File: src/rtl/ace_pkg.sv
// rtl/ace_pkg.sv - shared types for the ACE request sequencer
// Holds the request type encoding, sequencer state encoding and the packed
// FIFO entry layout {rtype, addr, wdata}. Entry fields are sized to the
// widest supported address/data; narrower instances zero-extend into them.
package ace_pkg;

    localparam int ACE_ADDR_W = 32;
    localparam int ACE_DATA_W = 32;

    typedef enum logic [1:0] {
        REQ_READ    = 2'b00,
        REQ_WRITE   = 2'b01,
        REQ_INVALID = 2'b10,
        REQ_ILLEGAL = 2'b11
    } ace_req_e;

    typedef enum logic [1:0] {
        IDLE  = 2'b00,
        ISSUE = 2'b01,
        WAIT  = 2'b10
    } seq_state_e;

    typedef struct packed {
        ace_req_e                rtype;
        logic [ACE_ADDR_W-1:0]   addr;
        logic [ACE_DATA_W-1:0]   wdata;
    } ace_req_t;

endpackage

File: src/rtl/ace_req_fifo.sv
// rtl/ace_req_fifo.sv - synchronous request FIFO with combinational head
// Ports: clk, rst (async, active-high); push/din write an entry when not
// full; pop retires the head when not empty; head shows the oldest entry;
// full/empty/count report occupancy. A pop does not free space for a push
// in the same cycle when full, so full/empty come from the registered count.
module ace_req_fifo #(
    parameter int DEPTH = 4,
    parameter int W     = 66
) (
    input  logic                   clk,
    input  logic                   rst,
    input  logic                   push,
    input  logic                   pop,
    input  logic [W-1:0]           din,
    output logic [W-1:0]           head,
    output logic                   full,
    output logic                   empty,
    output logic [$clog2(DEPTH):0] count
);

    localparam int AW = $clog2(DEPTH);
    localparam int CW = AW + 1;

    logic [W-1:0]  mem [DEPTH];
    logic [AW-1:0] wr_ptr;
    logic [AW-1:0] rd_ptr;
    logic          do_push;
    logic          do_pop;

    assign full    = (count == CW'(DEPTH));
    assign empty   = (count == '0);
    assign do_push = push && !full;
    assign do_pop  = pop && !empty;
    assign head    = mem[rd_ptr];

    always_ff @(posedge clk or posedge rst) begin
        if (rst) begin
            wr_ptr <= '0;
            rd_ptr <= '0;
            count  <= '0;
        end else begin
            if (do_push) wr_ptr <= wr_ptr + AW'(1);
            if (do_pop)  rd_ptr <= rd_ptr + AW'(1);
            case ({do_push, do_pop})
                2'b10:   count <= count + CW'(1);
                2'b01:   count <= count - CW'(1);
                default: count <= count;
            endcase
        end
    end

    // Storage needs no reset: nothing is read until it has been written.
    always_ff @(posedge clk) begin
        if (do_push) mem[wr_ptr] <= din;
    end

endmodule

File: src/rtl/ace_req_sequencer.sv
// rtl/ace_req_sequencer.sv - buffers cache requests and issues them to ace_controller
// Ports: clk, rst (async, active-high).
//   Upstream: req_valid/req_ready/req_type/req_addr/req_wdata push requests;
//   done_valid/done_type/done_err report each completion (err = timed out);
//   illegal_err is sticky for accepted type-11 requests; busy, pending.
//   Controller: read_req/write_req/invalid_req one-cycle issue pulses with
//   issue_addr/issue_wdata held until the next issue; ace_ready completes;
//   ac_enable (snoop active) holds off new issue only.
module ace_req_sequencer
    import ace_pkg::*;
#(
    parameter int DEPTH   = 4,
    parameter int ADDR_W  = 32,
    parameter int DATA_W  = 32,
    parameter int TIMEOUT = 1024
) (
    input  logic                   clk,
    input  logic                   rst,
    input  logic                   req_valid,
    output logic                   req_ready,
    input  logic [1:0]             req_type,
    input  logic [ADDR_W-1:0]      req_addr,
    input  logic [DATA_W-1:0]      req_wdata,
    output logic                   read_req,
    output logic                   write_req,
    output logic                   invalid_req,
    output logic [ADDR_W-1:0]      issue_addr,
    output logic [DATA_W-1:0]      issue_wdata,
    input  logic                   ace_ready,
    input  logic                   ac_enable,
    output logic                   done_valid,
    output logic [1:0]             done_type,
    output logic                   done_err,
    output logic                   busy,
    output logic                   illegal_err,
    output logic [$clog2(DEPTH):0] pending
);

    localparam int TW = $clog2(TIMEOUT);
    localparam logic [TW-1:0] TMO_LAST = TW'(TIMEOUT - 1);

    seq_state_e state;
    seq_state_e state_nxt;
    ace_req_t   push_entry;
    ace_req_t   head_entry;
    ace_req_e   issue_type;
    logic       fifo_full;
    logic       fifo_empty;
    logic       accept;
    logic       push_en;
    logic       pop_en;
    logic       latch_en;
    logic       done_set;
    logic       done_err_set;
    logic [TW-1:0] tmo_cnt;

    assign req_ready = !fifo_full;
    assign accept    = req_valid && req_ready;
    // Illegal requests are consumed at the interface and never queued.
    assign push_en   = accept && (req_type != REQ_ILLEGAL);
    assign busy      = (state != IDLE) || !fifo_empty;

    assign push_entry.rtype = ace_req_e'(req_type);
    assign push_entry.addr  = ACE_ADDR_W'(req_addr);
    assign push_entry.wdata = ACE_DATA_W'(req_wdata);

    ace_req_fifo #(
        .DEPTH (DEPTH),
        .W     ($bits(ace_req_t))
    ) u_fifo (
        .clk   (clk),
        .rst   (rst),
        .push  (push_en),
        .pop   (pop_en),
        .din   (push_entry),
        .head  (head_entry),
        .full  (fifo_full),
        .empty (fifo_empty),
        .count (pending)
    );

    always_ff @(posedge clk or posedge rst) begin
        if (rst) state <= IDLE;
        else     state <= state_nxt;
    end

    // Pulses decode from registered state and type, so reset drops them at once.
    always_comb begin
        state_nxt    = state;
        read_req     = 1'b0;
        write_req    = 1'b0;
        invalid_req  = 1'b0;
        latch_en     = 1'b0;
        pop_en       = 1'b0;
        done_set     = 1'b0;
        done_err_set = 1'b0;
        case (state)
            IDLE: begin
                if (!fifo_empty && !ac_enable) begin
                    latch_en  = 1'b1;
                    state_nxt = ISSUE;
                end
            end
            ISSUE: begin
                read_req    = (issue_type == REQ_READ);
                write_req   = (issue_type == REQ_WRITE);
                invalid_req = (issue_type == REQ_INVALID);
                state_nxt   = WAIT;
            end
            WAIT: begin
                // Head stays queued until the transaction resolves either way.
                if (ace_ready) begin
                    pop_en    = 1'b1;
                    done_set  = 1'b1;
                    state_nxt = IDLE;
                end else if (tmo_cnt == TMO_LAST) begin
                    pop_en       = 1'b1;
                    done_set     = 1'b1;
                    done_err_set = 1'b1;
                    state_nxt    = IDLE;
                end
            end
            default: state_nxt = IDLE;
        endcase
    end

    always_ff @(posedge clk or posedge rst) begin
        if (rst) begin
            issue_type  <= REQ_READ;
            issue_addr  <= '0;
            issue_wdata <= '0;
        end else if (latch_en) begin
            issue_type  <= head_entry.rtype;
            issue_addr  <= head_entry.addr[ADDR_W-1:0];
            issue_wdata <= head_entry.wdata[DATA_W-1:0];
        end
    end

    // Cleared during ISSUE so it reads zero in the first WAIT cycle.
    always_ff @(posedge clk or posedge rst) begin
        if (rst) begin
            tmo_cnt <= '0;
        end else if (state == ISSUE) begin
            tmo_cnt <= '0;
        end else if ((state == WAIT) && (tmo_cnt != TMO_LAST)) begin
            tmo_cnt <= tmo_cnt + TW'(1);
        end
    end

    always_ff @(posedge clk or posedge rst) begin
        if (rst) begin
            done_valid <= 1'b0;
            done_err   <= 1'b0;
            done_type  <= 2'b00;
        end else begin
            done_valid <= done_set;
            done_err   <= done_err_set;
            if (done_set) done_type <= issue_type;
        end
    end

    always_ff @(posedge clk or posedge rst) begin
        if (rst) begin
            illegal_err <= 1'b0;
        end else if (accept && (req_type == REQ_ILLEGAL)) begin
            illegal_err <= 1'b1;
        end
    end

endmodule

File: config.mk
export PLATFORM = sky130hd
export DESIGN_NAME = ace_req_sequencer
export DESIGN_NICKNAME = d
export VERILOG_FILES = /design/src/rtl/ace_pkg.sv /design/src/rtl/ace_req_fifo.sv /design/src/rtl/ace_req_sequencer.sv
export SDC_FILE = /design/constraint.sdc
export NUM_CORES = 1
export LEC_CHECK = 0
export BUFFER_PORTS_ARGS = -buffer_cell sky130_fd_sc_hd__buf_2
export CAP_MARGIN = 20
export CORE_MARGIN = 2
export CORE_UTILIZATION = 42
export CTS_CLUSTER_SIZE = 14
export DETAILED_ROUTE_END_ITERATION = 16
export PLACE_DENSITY_LB_ADDON = 0.25
export SLEW_MARGIN = 20
export SYNTH_ARGS = -nofsm -noshare
export SYNTH_HDL_FRONTEND = slang
export SYNTH_HIERARCHICAL = 1
export SYNTH_SLANG_ARGS = --single-unit
File: constraint.sdc
create_clock -name clk -period 3.95 [get_ports clk]
set_input_delay 0.79 -clock clk [delete_from_list [all_inputs] [get_ports clk]]
set_output_delay 0.79 -clock clk [all_outputs]
set_load 0.02 [all_outputs]
[After elaboration in Yosys (flattened, before gate mapping)]
Memories as Yosys holds them, arrays and structs flattened. A register that Yosys moved wholly into a read port is not among the register bits.
Index checks and enable logic that the tools add are counted.
Word-level totals
  bits in writable memories: 264
  bits in read-only memories: 0
  bits in registers: 24
  memories kept: 1
  logic and storage cells: 65
  output and inout bits: 77
  input bits: 71
  bits in latches: 0
Memory list
  u_fifo.mem: words 4, bits a word 66, read ports 1, clocked after Yosys merged registers in 1, wr ports 1, RTL line ace_req_fifo.sv:24  | logic [W-1:0] mem [DEPTH];
Cells by class
  div/mod/pow operators: 0
  magnitude comparators: 0
  eq/ne operators: 13
  bitwise operators: 0
  add/subtract/negate cells: 5
  $mul: 0
  reductions and logical operators: 18
  shift operators: 0
  mux-type cells: 19
Operators with widths (number)
  10-bit two-way mux: 2
  1-bit two-way mux: 12
  10-bit by 1-bit adder with 10-bit output (second input constant): 1
  10-bit == test (second input constant): 1
  10-bit != test (second input constant): 1
  2-bit == test (second input constant): 4
  1-bit logical AND: 7
  2-bit by 1-bit == test with 1-bit output (second input constant): 3
  2-bit two-way mux: 3
  2-bit one-hot mux with 3 select lines: 1
  3-bit one-hot mux with 2 select lines: 1
  2-bit nonzero test: 3
  2-bit by 1-bit adder with 2-bit output (second input constant): 2
  2-bit logical NOT: 2
  2-bit != test (second input constant): 2
  3-bit by 1-bit adder with 3-bit output (second input constant): 1
  3-bit == test (second input constant): 1
  1-bit logical NOT: 3
  3-bit logical NOT: 1
  3-bit != test (second input constant): 1
  3-bit by 1-bit subtractor with 3-bit output (second input constant): 1
  2-bit AND reduction: 1
  1-bit logical OR: 1

[Logic depth before layout (Yosys ltp)]
Gate-level depths: netlist of the first run.
  word-level depth: 7
  gate-level depth with buffers: 11
  depth with buffers taken out: 11

[Cells and area by module]
Netlist of the first run, hierarchy kept.
By module, submodules not included
  ace_req_fifo: seq. area each 8102.8 sq um, cells an instance 383, instances 1, area an instance 9964.6 sq um
  ace_req_sequencer: seq. area each 2077.0 sq um, cells an instance 223, instances 1, area an instance 3343.2 sq um

[Least setup slack after synthesis of the first run]
No wires, ideal clock.
  path type: register to register
  start point: register u_fifo.count[2]
  end point: memory u_fifo.mem[0][0], enable pin
  library setup time: 0.431 ns
  cell stages (with the launch flop): 6
  required time: 3.519 ns
  buffers on the path: 0
  period minus slack after synthesis: 3.369 ns
  slack: 0.581 ns
  data arrival time: 2.938 ns
  path through: dfrtp_1 nor3b_1 inv_1 and3_1 nor2b_1 and2_1
Between the ends
  cells in the longest elaborated chain, start to end: 7
Ends and longest elaborated chain
  from (decl): RTL line ace_req_fifo.sv:18  | output logic [$clog2(DEPTH):0] count
  from (signal assigned): RTL line ace_req_fifo.sv:45  | 2'b10: count <= count + CW'(1);
  from (signal assigned): RTL line ace_req_fifo.sv:46  | 2'b01: count <= count - CW'(1);
  from (signal assigned): RTL line ace_req_fifo.sv:47  | default: count <= count;
  3-bit == test: RTL line ace_req_fifo.sv:30  | assign full = (count == CW'(DEPTH));
  named net fifo_full: RTL line ace_req_sequencer.sv:47  | logic fifo_full;
  1-bit logical NOT: RTL line ace_req_sequencer.sv:57  | assign req_ready = !fifo_full;
  named net req_ready: RTL line ace_req_sequencer.sv:20  | output logic req_ready,
  1-bit logical AND: RTL line ace_req_sequencer.sv:58  | assign accept = req_valid && req_ready;
  1-bit logical AND: RTL line ace_req_sequencer.sv:60  | assign push_en = accept && (req_type != REQ_ILLEGAL);
  named net push_en: RTL line ace_req_sequencer.sv:50  | logic push_en;
  1-bit logical AND: RTL line ace_req_fifo.sv:32  | assign do_push = push && !full;
  1-bit two-way mux: RTL line ace_req_fifo.sv:54  | if (do_push) mem[wr_ptr] <= din;
  1-bit two-way mux (implied by the code): RTL line ace_req_fifo.sv:54
  to (decl): RTL line ace_req_fifo.sv:24
The timed path passes the listed nets, and every way through them passes these cells.

[Final worst setup path of the first run]
  start point: register state[1]
  end point: output port write_req
Between the ends
  cells in the longest elaborated chain, start to end: 2
Ends and longest elaborated chain
  from (decl): RTL line ace_req_sequencer.sv:42  | seq_state_e state;
  from (signal assigned): RTL line ace_req_sequencer.sv:84  | else state <= state_nxt;
  2-bit by 1-bit == test with 1-bit output: RTL line ace_req_sequencer.sv:97  | case (state)
  1-bit two-way mux: RTL line ace_req_sequencer.sv:97
  to (decl): RTL line ace_req_sequencer.sv:25  | output logic write_req,
Every way passes these cells.

==> run_results.csv, run 1 <==
group,metric,value,unit
final_layout,fill_cells,2575,
clocking,cts-hold-fix-buffers,0,
synth,synth.yosys.warnings,6,
floorplan,dieHeight,182,um
status,outcome,"completed",
synth,yosys.cell_types.count,46,
timing,timing.fmax,375,MHz
power,total_leakage_power,5.65,nW
drt,post_drt_via_cell_ratio,5.22,
worst_setup_path,timing.critical_path.from_type,"flop",
floorplan,start_util,42.4,%
timing,unrepaired_setup_endpoints_after_global_routing,"false",
clocking,cts_tree,"yes",
synth,synth-adder-area-share,0.715,%
synth,yosys_register_bits,354,
synth,synth-compound-area-share,1.34,%
clocking,cts_resized,0,
drt,routed_wire_length_per_instance,20.8,um
timing,fin_tns_setup,0,ns
timing,worstMarginPinSlew,1.05,ns
timing,finalCriticalPeriod,2.67,ns
clocking,path_clk_slew,0.06,ns
final_layout,most-common-layout-cells,"edfxtp_1, buf_2, dfrtp_1",
final_layout,area_growth_from_synthesis_to_layout,18.0,%
worst_setup_path,cp_data_required_time,3.16,ns
clocking,clock_latency,0.51,ns
clocking,htree_levels,2,
flow_run,drv.max_cap_violation_count,0,
synth,synth.mux.area_fraction,17.1,%
worst_hold_path,class_of_the_most_critical_hold_timing_path,"input pin to asynchronous set/reset pin",
worst_setup_path,timing.critical_path.arrival,1.88,ns
final_layout,fin_util,50.0,%
worst_setup_path,reg2reg_setup_slack,1.29,ns
synth,synth_top_family_by_area,"multiplexers",
worst_setup_path,setup.worst_path.end_class,"output pin",
placed_design,post-place-ws,1.01,ns
timing,slew_violations,0,
synth,synth-xor-area-share,0.461,%
timing,slew_headroom,29.8,%
power,pwr-share-comb,26.4,%
power,power.net_switching,3.60,mW
clocking,max_root_sink_buffers,3,
drt,route.vias.total,6312,
synth,async_reset_ff_share,25.4,%
power,report.power.total,12.2,mW
synth,synth-edff-count,264,
final_layout,final_layout_size_suffix_gt1_share,44.3,%
floorplan,std_cell_rows,65,
timing,timing.final.crit_share,67.6,%
synth,netlist_instances,606,
power,p_clk_share,28.1,%
grt,global_route_wire_length_before_repair,39.6,mm
clocking,inserted_clock_buffers,37,
grt,grt_start_max_net_pins,68,
worst_setup_path,critical_path.max_fanout,12,
power,vdd.ir_drop.worst,402,uV
placed_design,post_detailed_placement_half_perimeter_wirelength,15.3,mm
placed_design,port_buffers,147,
clocking,buffer_type_at_the_clock_tree_root,"clkbuf_16",
drt,drt_first_pass_iters,5,
power,power_per_cell_area,777,nW/um^2
placed_design,finalWeightedCongestion,0.730,
floorplan,core-area,31400,sq um
clocking,cts_sinks,354,
worst_setup_path,critical_path_class,"flop to output pin",
clocking,cts_setup_buffers,0,
floorplan,fp.dieArea,33100,sq um
synth,synth_simple_gate_area_share,1.97,%
drt,drc_errors,0,
final_layout,layout_commonest_cell,"edfxtp_1",
timing,timing_hold_violations_final,0,
timing,finalHoldWorstSlack,0.235,ns
timing,timing.final.ws_setup,1.28,ns
grt,globalRoute.totalOverflow,0,
drt,finalWirelength,25.2,mm
power,power.internal,8.59,mW
synth,synth_flop_cell,"edfxtp_1",
drt,antenna_violating_nets_post_route,0,
floorplan,fp.dieW,182,um
grt,grt_pass1_vias,6959,
final_layout,final_nets,852,
power,p_seq_share,45.4,%
grt,groute.usage.overall,15.6,%
power,p_sw_share,29.6,%
synth,synth-seq-area-share,76.5,%
drt,drt_iter0_markers,450,
timing,fin_skew,0.0129,ns
timing,final-setup-viol-count,0,
synth,syn_nets,684,
grt,antenna_found_initial,9,
synth,syn-mean-instance-area,22.0,sq um
synth,synth_area,13300,sq um
floorplan,io_pins,148,
==> layout make-up <==
class                   count  area, sq um  area share (%)
flip-flops and latches    354        10200            64.9
multi-input cells         215         2880            18.3
clock buffers              47         1020            6.47
repair buffers            154          851            5.42
well taps                 402          503            3.20
clock inverters            21          206            1.31
inverters                  12         47.5           0.303
diodes                      4         10.0          0.0638
==> final timing paths <==
check,start,endpoint,depth (start not counted)
worst max-delay path,state[1]$_DFFE_PP0P_,write_req,3
min in group clk,issue_addr[24]$_DFFE_PP0P_,issue_addr[24]$_DFFE_PP0P_,1
max in group asynchronous,rst,issue_addr[29]$_DFFE_PP0P_,3
worst min-delay path,rst,u_fifo/count[2]$_DFFE_PP0P_,2
worst max register to register,tmo_cnt[0]$_DFFE_PP0P_,u_fifo/count[2]$_DFFE_PP0P_,11
worst min register to register,issue_addr[24]$_DFFE_PP0P_,issue_addr[24]$_DFFE_PP0P_,1
==> sequential cells by signal, summed over array words and instances, names as in the netlist <==
| name | count |
|---|---|
| issue_type | 2 |
| done_type | 2 |
| u_fifo/count | 3 |
| issue_wdata | 32 |
| state | 2 |
| tmo_cnt | 10 |
| u_fifo/wr_ptr | 2 |
| done_err | 1 |
| u_fifo/mem | 264 |
| u_fifo/rd_ptr | 2 |
| done_valid | 1 |
| issue_addr | 32 |
| illegal_err | 1 |
==> synth_stat cells, drive strengths merged, types with 3 or more instances <==
| cell type | n | area share, % |
|---|---|---|
| xor2 | 3 | 0.20 |
| nand2 | 8 | 0.23 |
| o31ai | 4 | 0.33 |
| ha | 6 | 0.56 |
| edfxtp | 264 | 60 |
| mux2 | 69 | 5.8 |
| xnor2 | 4 | 0.26 |
| o21ai | 5 | 0.19 |
| and2 | 4 | 0.19 |
| nor3 | 5 | 0.19 |
| mux4 | 66 | 11 |
| nand3 | 9 | 0.34 |
| dfrtp | 90 | 17 |
| nor3b | 4 | 0.23 |
| inv | 12 | 0.34 |
| buf | 25 | 1.6 |
==> metrics by stage <==
step | cell area, sq um | instances
finish | 15700 | 1209
global route | 15700 | 1207
CTS | 15700 | 1205
detailed placement | 14500 | 1137
global placement | 14500 | 1137
floorplan | 13300 | 606
==> layer usage <==
layer | GRT usage (%) | vias up | share of wire (%)
met3 | 4.15 | 43 | 5.9
met1 | 19.7 | 3317 | 41
met5 | 0 | - | 0.21
li1 | - | 2780 | -
met2 | 26.6 | 162 | 51
met4 | 4.48 | 10 | 1.7
==> logic make-up after synthesis <==
family	Yosys count
fa+ha+maj	7
xor+xnor	7
buf+inv	37
mux	136
flops	354
simple gates	42
compound gates	23
==> power by group through the flow <==
| stage | Clock (mW) | Sequential, mW | Combinational [mW] |
|---|---|---|---|
| 2_1_floorplan | 0 | 5.74 | 2.16 |
| 3_3_place_gp | 0 | 5.58 | 3.21 |
| 3_5_place_dp | 0 | 5.65 | 3.28 |
| 4_1_cts | 3.54 | 5.58 | 3.29 |
| 5_1_grt | 3.68 | 5.68 | 3.47 |
| 6_report | 3.43 | 5.54 | 3.22 |
==> critical path: stages, from the launching register on <==
cell     delay [ns]
dfrtp_1        0.50
or2b_1         0.43
nor3b_1        0.24
buf_2          0.20
(Power assumes the default switching activity.)
==> run 2, diff against run 1 <==
--- a/config.mk
+++ b/config.mk
@@ -5,6 +5,7 @@
 export SDC_FILE = /design/constraint.sdc
 export NUM_CORES = 1
 export LEC_CHECK = 0
+export ABC_AREA = 1
 export BUFFER_PORTS_ARGS = -buffer_cell sky130_fd_sc_hd__buf_2
 export CAP_MARGIN = 20
 export CORE_MARGIN = 2
==> constraint.sdc (replaced) <==
create_clock -name clk -period 2.5 [get_ports clk]
set_input_delay 0.5 -clock clk [delete_from_list [all_inputs] [get_ports clk]]
set_output_delay 0.5 -clock clk [all_outputs]
set_load 0.02 [all_outputs]
==> run_results.csv, run 2 <==
group,metric,value,unit
timing,finalCriticalPeriod,2.34,ns
placed_design,port_buffers,147,
grt,antenna_found_initial,3,
drt,route.vias.total,8833,
power,power_per_cell_area,1190,nW/um^2
drt,drt_iter0_markers,413,
final_layout,final_layout_size_suffix_gt1_share,20.0,%
synth,synth_area,14500,sq um
clocking,buffer_type_at_the_clock_tree_root,"clkbuf_16",
timing,worstMarginPinSlew,0.651,ns
worst_setup_path,timing.critical_path.from_type,"flop",
floorplan,fp.dieArea,36000,sq um
synth,synth_top_area_share,54.8,%
synth,netlist.top_cell.by_area,"edfxtp_1",
final_layout,area_growth_from_synthesis_to_layout,17.9,%
floorplan,io_pins,148,
floorplan,dieHeight,190,um
drt,finalWirelength,29.5,mm
floorplan,core-area,33700,sq um
timing,timing.final.crit_share,93.5,%
timing,timing_hold_violations_final,0,
drt,drt_first_pass_iters,7,
synth,synth_commonest_cells,"nand2_1, edfxtp_1, inv_1",
synth,synth_flop_cell,"edfxtp_1",
grt,groute.usage.overall,16.6,%
drt,detail_route.wirelength.met1,13.0,mm
timing,slew_headroom,56.6,%
floorplan,fp.dieW,190,um
floorplan,start_util,42.9,%
worst_setup_path,critical_path_class,"flop to flop",
final_layout,layout_commonest_cell,"nand2_1",
clocking,inserted_clock_buffers,39,
synth,synth.yosys.warnings,6,
placed_design,post_detailed_placement_half_perimeter_wirelength,17.7,mm
final_layout,final-instance-count-excl-fill,1860,
grt,grt_pass1_vias,8656,
timing,timing.fmax,428,MHz
clocking,max_root_sink_buffers,3,
placed_design,placed_cells,1786,
drt,drc_errors,0,
drt,antenna_violating_nets_post_route,0,
synth,netlist_instances,1222,
final_layout,final_nets,1460,
final_layout,largest_register_ffs,264,
placed_design,finalWeightedCongestion,0.753,
synth,yosys.cell_types.count,31,
timing,fin_skew,0.0151,ns
synth,synth-seq-area-share,70.4,%
clocking,htree_levels,2,
final_layout,most-common-layout-cells,"nand2_1, edfxtp_1, inv_1",
synth,yosys_register_bits,354,
worst_setup_path,timing.critical_path.arrival,2.74,ns
synth,synth-edff-count,264,
worst_setup_path,cp_data_required_time,2.90,ns
drt,top_layer_used,"met5",
synth,synthMostInstantiatedCell,"nand2_1",
drt,post_drt_via_cell_ratio,4.75,
grt,global_route_wire_length_before_repair,46.4,mm
clocking,cts_tree,"yes",
synth,async_reset_ff_share,25.4,%
power,report.power.total,20.3,mW
drt,routed_wire_length_per_instance,15.9,um
power,vdd.ir_drop.worst,587,uV
power,total_leakage_power,7.43,nW
timing,slew_violations,0,
clocking,cts_sinks,354,
timing,final-setup-viol-count,0,
drt,met3_length,1.63,mm
final_layout,register_bank_with_the_most_flops,"u_fifo/mem",
status,outcome,"completed",
grt,globalRoute.totalOverflow,0,
worst_setup_path,critical_path.max_fanout,4,
drt,met2RoutedLength,14.3,mm
clocking,path_clk_slew,0.06,ns
final_layout,largest_registers,"u_fifo/mem: 264 flops, issue_addr: 32 flops, issue_wdata: 32 flops",
synth,yosys-top-cells-area,"edfxtp_1, dfrtp_1, nand2_1, o211ai_1, inv_1",
worst_hold_path,class_of_the_most_critical_hold_timing_path,"input pin to flop",
grt,grt_start_max_net_pins,117,
synth,syn_nets,1300,
clocking,clock_latency,0.51,ns
worst_setup_path,setup.worst_path.end_class,"flop",
flow_run,drv.max_cap_violation_count,0,
floorplan,std_cell_rows,67,
synth,syn-mean-instance-area,11.8,sq um
==> run 2: cell types whose count changed after synthesis, sizes merged, moves of 10 or more <==
cell,before,now
nand2,8,443
inv,12,170
o211ai,2,132
mux2,69,0
mux4,66,0
buf,25,50
nor2,2,12
==> run 2: metal layers <==
layer	up-vias	track usage, %
li1	4415	-
met1	4201	21.5
met2	168	28.0
met3	45	4.04
met4	4	4.29
met5	-	0
==> run 2: final timing paths <==
kind,from,to,slack [ns],cells after the start
min reg2reg,issue_wdata[30]$_DFFE_PP0P_,issue_wdata[30]$_DFFE_PP0P_,0.47,2
max reg2reg,tmo_cnt[1]$_DFFE_PP0P_,u_fifo/count[2]$_DFFE_PP0P_,0.16,16
max,tmo_cnt[1]$_DFFE_PP0P_,u_fifo/count[2]$_DFFE_PP0P_,0.16,16
max in group asynchronous,rst,issue_wdata[29]$_DFFE_PP0P_,1.27,4
min in group asynchronous,rst,illegal_err$_DFFE_PP0P_,0.51,3
min,req_wdata[17],u_fifo/mem[0][17]$_DFFE_PP_,0.20,1
==> run 2: cells by family after synthesis <==
kind of cell | after synthesis | synth area share (%)
AND/OR/NAND/NOR | 479 | 13.0
flip-flops | 354 | 70.4
buffers and inverters | 229 | 7.81
AO/OA/AOI/OAI | 148 | 7.83
adder cells (fa/ha/maj) | 7 | 0.657
XOR/XNOR | 5 | 0.303
==> run 2: power breakdown <==
| group | internal, mW | switching, mW | leakage, nW |
|---|---|---|---|
| combinational | 2.02 | 4.29 | 3.28 |
| clock | 3.51 | 2.20 | 0.630 |
| sequential | 7.70 | 0.565 | 3.53 |
| total | 13.2 | 7.06 | 7.43 |
==> run 2: critical path, stage by stage, from the launching register on <==
cell and delay [ns]:
dfrtp_1 0.40, ha_2 0.21, nand2_2 0.09, nor2_4 0.17, nand3_4 0.11, nand2_1 0.07
nand2_1 0.07, inv_2 0.10, nand2_1 0.09, inv_2 0.07, ha_2 0.17, inv_1 0.07
fa_2 0.34, nand2_1 0.09, nand3_1 0.07, nand2_1 0.06, nand2_1 0.05
==> run 2: layout make-up <==
type                    instances  area (sq um)
flip-flops and latches        354         10200
clock inverters                22           238
clock buffers                  48          1050
diodes                          1          2.50
inverters                     171           662
repair buffers                177          1110
multi-input cells             639          3240
fillers                      2989         16600
well taps                     448           561
==> run 2: repair_timing <==
| item | 4_1_cts | 5_1_grt |
|---|---|---|
| setup endpoints to repair | 0 | 2 |
| endpoints found under the hold margin | 17 | 0 |
| gates resized for setup | 0 | 5 |
| setup buffers | 0 | 2 |
| hold buffers | 1 | 0 |
==> run 2: metrics by stage <==
stage	utilization [%]	setup slack (ns)	setup TNS, ns	area (sq um)	hold slack, ns
6_report	50.6	0.164	0	17100	0.196
4_1_cts	50.5	0.0957	0	17000	0.170
3_5_place_dp	46.7	0.103	0	15700	0.460
2_1_floorplan	-	-0.00278	-0.184	14500	0.303
3_3_place_gp	46.7	0.173	0	15700	0.456
5_1_grt	50.6	-0.0260	-0.0260	17100	0.175
